==> src/rtl/output_last.sv <==
// Output repacker: normalized sign/exp/mantissa to FP16 or signed fixed-point.
// Two-stage valid/ready pipeline with rounding, saturation and a sat counter.
module output_last #(
  parameter int width_out      = 16,
  parameter int width_exp      = 5,
  parameter int width_mantissa = 10,
  parameter int width_cnt      = 16
) (
  input  logic                      clk,
  input  logic                      rst,
  input  logic                      in_valid,
  output logic                      in_ready,
  input  logic                      in_sign,
  input  logic [width_exp-1:0]      in_exp,
  input  logic [width_mantissa-1:0] in_mantissa,
  input  logic                      in_zero_flag,
  input  logic                      type_sel,
  input  logic [width_exp-1:0]      n,
  output logic                      out_valid,
  input  logic                      out_ready,
  output logic [width_out-1:0]      outdata,
  output logic                      out_sat,
  input  logic                      cnt_clr,
  output logic [width_cnt-1:0]      sat_cnt
);

  localparam int MW   = width_mantissa + 1;
  localparam int KSAT = width_out - MW;
  localparam int KMIN = -MW;
  localparam int SW   = $clog2(MW + 1);

  logic                      s1_valid;
  logic                      s1_sign;
  logic [width_exp-1:0]      s1_exp;
  logic [width_mantissa-1:0] s1_man;
  logic                      s1_zero;
  logic                      s1_type;
  logic signed [6:0]         s1_k;

  logic                      out_load;
  logic signed [6:0]         k_in;

  assign out_load = ~out_valid | out_ready;
  assign in_ready = ~s1_valid | out_load;
  assign k_in     = 7'(in_exp) + 7'(n) - 7'sd25;

  always_ff @(posedge clk or negedge rst) begin
    if (!rst) begin
      s1_valid <= 1'b0;
      s1_sign  <= 1'b0;
      s1_exp   <= '0;
      s1_man   <= '0;
      s1_zero  <= 1'b0;
      s1_type  <= 1'b0;
      s1_k     <= '0;
    end else if (in_ready) begin
      s1_valid <= in_valid;
      if (in_valid) begin
        s1_sign <= in_sign;
        s1_exp  <= in_exp;
        s1_man  <= in_mantissa;
        s1_zero <= in_zero_flag;
        s1_type <= type_sel;
        s1_k    <= k_in;
      end
    end
  end

  logic [MW-1:0]        m_full;
  logic [MW:0]          rnd;
  logic [SW-1:0]        sh;
  logic [width_out-1:0] mag;
  logic [width_out-1:0] res;
  logic                 res_sat;

  assign m_full = {1'b1, s1_man};

  always_comb begin
    rnd     = '0;
    sh      = '0;
    mag     = '0;
    res     = '0;
    res_sat = 1'b0;
    if (s1_type) begin
      if (s1_zero || s1_exp == '0) begin
        res = {s1_sign, {(width_out-1){1'b0}}};
      end else if (&s1_exp) begin
        res     = {s1_sign, {(width_exp-1){1'b1}}, 1'b0,
                   {width_mantissa{1'b1}}};
        res_sat = 1'b1;
      end else begin
        res = {s1_sign, s1_exp, s1_man};
      end
    end else if (!s1_zero) begin
      if (int'(s1_k) >= KSAT) begin
        res_sat = 1'b1;
        res     = s1_sign ? {1'b1, {(width_out-1){1'b0}}}
                          : {1'b0, {(width_out-1){1'b1}}};
      end else begin
        if (int'(s1_k) >= 0) begin
          mag = width_out'(m_full) << s1_k[3:0];
        end else if (int'(s1_k) >= KMIN) begin
          // add half an LSB of the result, then truncate
          sh  = SW'(-s1_k);
          rnd = {1'b0, m_full} + ((MW+1)'(1) << (sh - SW'(1)));
          mag = width_out'(rnd >> sh);
        end
        res = s1_sign ? (~mag + width_out'(1)) : mag;
      end
    end
  end

  always_ff @(posedge clk or negedge rst) begin
    if (!rst) begin
      out_valid <= 1'b0;
      outdata   <= '0;
      out_sat   <= 1'b0;
    end else if (out_load) begin
      out_valid <= s1_valid;
      if (s1_valid) begin
        outdata <= res;
        out_sat <= res_sat;
      end
    end
  end

  always_ff @(posedge clk or negedge rst) begin
    if (!rst) begin
      sat_cnt <= '0;
    end else if (cnt_clr) begin
      sat_cnt <= '0;
    end else if (out_valid && out_ready && out_sat && !(&sat_cnt)) begin
      sat_cnt <= sat_cnt + width_cnt'(1);
    end
  end

endmodule

==> config.mk <==
export PLATFORM = sky130hd
export DESIGN_NAME = output_last
export DESIGN_NICKNAME = d
export VERILOG_FILES = /design/src/rtl/output_last.sv
export SDC_FILE = /design/constraint.sdc
export NUM_CORES = 1
export LEC_CHECK = 0
export ABC_AREA = 1
export BUFFER_PORTS_ARGS = -buffer_cell sky130_fd_sc_hd__buf_2
export CAP_MARGIN = 10
export CORE_MARGIN = 2
export CORE_UTILIZATION = 55
export CTS_CLUSTER_DIAMETER = 80
export DETAILED_ROUTE_END_ITERATION = 16
export PLACE_DENSITY = 0.82
export RECOVER_POWER = 50
export SKIP_LAST_GASP = 1
export SLEW_MARGIN = 15
export SYNTH_ARGS = -nofsm -noshare
export SYNTH_HDL_FRONTEND = slang
export SYNTH_SLANG_ARGS = --single-unit
==> constraint.sdc <==
create_clock -name clk -period 9.37 [get_ports clk]
set_input_delay 1.4055 -clock clk [delete_from_list [all_inputs] [get_ports clk]]
set_output_delay 1.4055 -clock clk [all_outputs]
set_load 0.01 [all_outputs]
==> impl_results.md <==
* Gpl congestion at between 0.9 and 1
* YS warnings at 0
* Core box area at 9680 µm²
* Via Count at about 5,600
* Worst Hold Launch: s1_k[5]
* Critical path required time at 9.64 ns
* Ys async rst share at 100%
* DRT Pass-1 Iters at 6
* Antenna diodes at 0
* Post-DR wirelength/cell at 14.1 µm
* Simple-Gate Fraction of Synth Area at 37.9%
* Worst Tran Pin Value at about 3.2 ns
* Fin crit share at a little under two thirds
* Initial Util at a little under three fifths
* Vias in the first global route at 4,807
* Placed cell count at 1,005
* Final core utilization at around three fifths
* CTS root buffer: clkbuf_8
* Initial antenna violation count at 0
* Hold Path End: s1_k[5]
* Max capacitance violation total at 1
* Slew Limit Fails at between 60 and 70
* Routed Antenna Nets at 0
* Clock Latency Late Sink at roughly 0.35 ns
* Post-CTS resize count at 0
* H-Tree Depth at 3
* Die footprint at roughly 11,000 µm²
* All-layer global routing usage at 27.9%
* Crit-path max cell delay at between 0.6 and 0.7 ns
* IO Pins at 63
* DIE HEIGHT at ~100 µm
* Max Freq at about 0.17 GHz
* Synth Register Bits at 60
* Failing checks: max-capacitance violations, max-slew violations
* P_leak at ~3 nW
* Pwr Density at between 200 and 250 nW/µm²
* First-pass GRT wire length at about 23 mm
* Top FF cell, synth: dfrtp_1
* Mux contribution to synthesized area at 0.554%
* Largest family of logic cells by synthesized area: simple AND/OR/NAND/NOR gates
* Mean Syn Cell Area at between 6 and 7 µm²
* Rel. slew slack at -110%
* Cell count of the worst reg-to-reg path at 32
* Hold Path Stages at 2
* Startpoint type of the worst setup path: register
* DP HPWL at 11.2 mm
* Post-synthesis compound-gate area fraction at 15.5%
* Arr. time, crit path at 6.22 ns
* Number of synthesized flops with an enable pin at 0
* Worst Hold Class: reg2reg
* CTS tree: done
* Reg2reg start: s1_k[1]
* Status: complete, but fails checks
* Seq/Total Area, Yosys at between 20% and 30%
* Nets at ~940
* Setup Fix Bufs, Post-CTS at 0
* CP max FO at 17
* Mapped Cells at roughly 840
* Fin. Hold Viols at 0
* Layout cells sized above 1 at a little over an eighth
* Post-Layout Cell Count at 1,021
* Flop2flop setup slack at 3.42 ns
* Routed Wire Length at 14.4 mm
* Setup TNS at 0 ns
* Syn Std Cell Area at roughly 5400 µm²
* Reg clk slew, reported paths at 0.08 ns
* Drt via density at ~5.5
* Total CTS buffers at 9
* Gr ovfl total at 0
* Syn Nets at just under 900
* Number of distinct library cells after synthesis at 48
* # clock sinks at 60
* DP Worst Slack at between 3 and 4 ns
* Most frequent CP cell: nand2_1
* Largest net degree at the start of global routing at roughly 60
* CP Capture Type: register
* RSZ-0062 raised after global routing: false
* Fill count at ~920
* Setup CP Type: reg2reg
* 1st-iter DRT viols at 409
* Deepest clock path buffer count at 2
* Final min period at roughly 6 ns
* Critical path's slowest cell: dfrtp_1
* Die width at slightly above 100 µm
* Synth-to-Final Area Change at 10.2%
* Synth Area in XOR/XNOR at less than 1%
* Clock skew after layout at about 0.011 ns
* Critical R2R Capture: outdata[6]
* Post-route setup slack at roughly 3.4 ns
* Drt drc at 0
* PortBufs at between 60 and 70
* Final setup vio count at 0
* Worst vdd ir at about 120 µV
* Hold-fix buffers, CTS at 0
* Row Count at 36
* Synth Area in Adders at 7.57%
[cell families after synthesis]
logic type / Yosys count
AOI/OAI and AO/OA: 152
xor gates and xnor gates: 6
adders and majority gates: 31
buffers and inverters: 137
DFF: 60
muxes: 3
and+or+nand+nor: 447
[registers in the layout, summed over array words and instances, names as in the netlist]
| name | flops |
|---|---|
| s1_k | 7 |
| out_valid | 1 |
| outdata | 16 |
| s1_exp | 5 |
| s1_man | 10 |
| sat_cnt | 16 |
| s1_type | 1 |
| out_sat | 1 |
| s1_sign | 1 |
| s1_zero | 1 |
| s1_valid | 1 |
[final cells by class]
class	count	area [µm²]	share of cell area (%)
clock buffer	9	124	2.07
clock inverter	7	75.1	1.26
inverter	109	409	6.85
multi-input combinational	639	3390	56.7
sequential	60	1500	25.1
tap	133	166	2.79
timing repair buffer	64	310	5.20
[worst max path at each step]
stage,from,end
final,s1_k[1],outdata[6]
after global routing,s1_k[1],outdata[12]
after CTS,s1_k[1],outdata[6]
after detailed placement,s1_k[1],outdata[6]
after global placement,s1_k[1],outdata[6]
after floorplan,s1_k[1],outdata[6]
[power breakdown]
part,internal [mW],leakage (nW),switching (mW),total [mW]
Combinational,0.227,2.19,0.462,0.689
Sequential,0.309,0.751,0.0606,0.370
Clock,0.124,0.104,0.113,0.237
[placed cells by master, fill, tap and decap left out, types with 4 or more instances in the layout]
master and instances:
clkbuf_1 10, nand2_2 17, buf_2 53, nor3_1 11, o211ai_1 4, dfrtp_1 60, nor2_4 4, ha_1 28
inv_1 103, a31oi_1 5, inv_2 4, nand3_1 71, clkbuf_8 9, o21ai_1 8, nand3_2 8, nand4_1 16
a21oi_1 60, o21ai_0 60, nand2_1 228, nor2_1 72
[synthesized netlist by cell type, types with 4 or more instances]
cell / n / area (µm²)
a21oi_1: 60 / 300
o21ai_0: 60 / 300
nand2_1: 228 / 856
nand3_2: 8 / 80.1
o211ai_1: 4 / 30.0
o21ai_1: 8 / 40.0
nor2_4: 4 / 45.0
ha_1: 28 / 350
clkbuf_1: 16 / 60.1
nor2_1: 72 / 270
inv_2: 4 / 15.0
nor3_1: 11 / 55.1
nand3_1: 71 / 355
nand4_1: 16 / 100
inv_1: 103 / 387
a31oi_1: 5 / 31.3
nand2_2: 17 / 106
buf_2: 10 / 50.1
dfrtp_1: 60 / 1500
[through the flow]
step / power, mW / hold slack [ns] / cell area (µm²)
2_1_floorplan: 0.890 / 0.453 / 5420
3_3_place_gp: 1.04 / 0.465 / 5790
3_5_place_dp: 1.05 / 0.485 / 5790
4_1_cts: 1.29 / 0.512 / 5990
5_1_grt: 1.41 / 0.530 / 5970
6_report: 1.30 / 0.513 / 5970
[worst max-delay path, delay by kind of cell, from the launching register on]
kind / cells / cell delay (ns)
AND/OR/NAND/NOR: 18 / 1.92
buffers and inverters: 6 / 1.16
AO/OA/AOI/OAI: 4 / 0.65
flip-flops: 1 / 0.68
adder cells (fa/ha/maj): 4 / 1.46
[routing by layer]
layer | global-route usage, % | wire [µm] | vias to the layer above
met5 | 0 | 0 | -
met4 | 8.40 | 291 | 0
met3 | 5.04 | 1010 | 27
met2 | 39.9 | 6180 | 197
met1 | 42.7 | 6890 | 2562
li1 | - | - | 2824
Note: power is estimated with default switching activity, not from simulation.
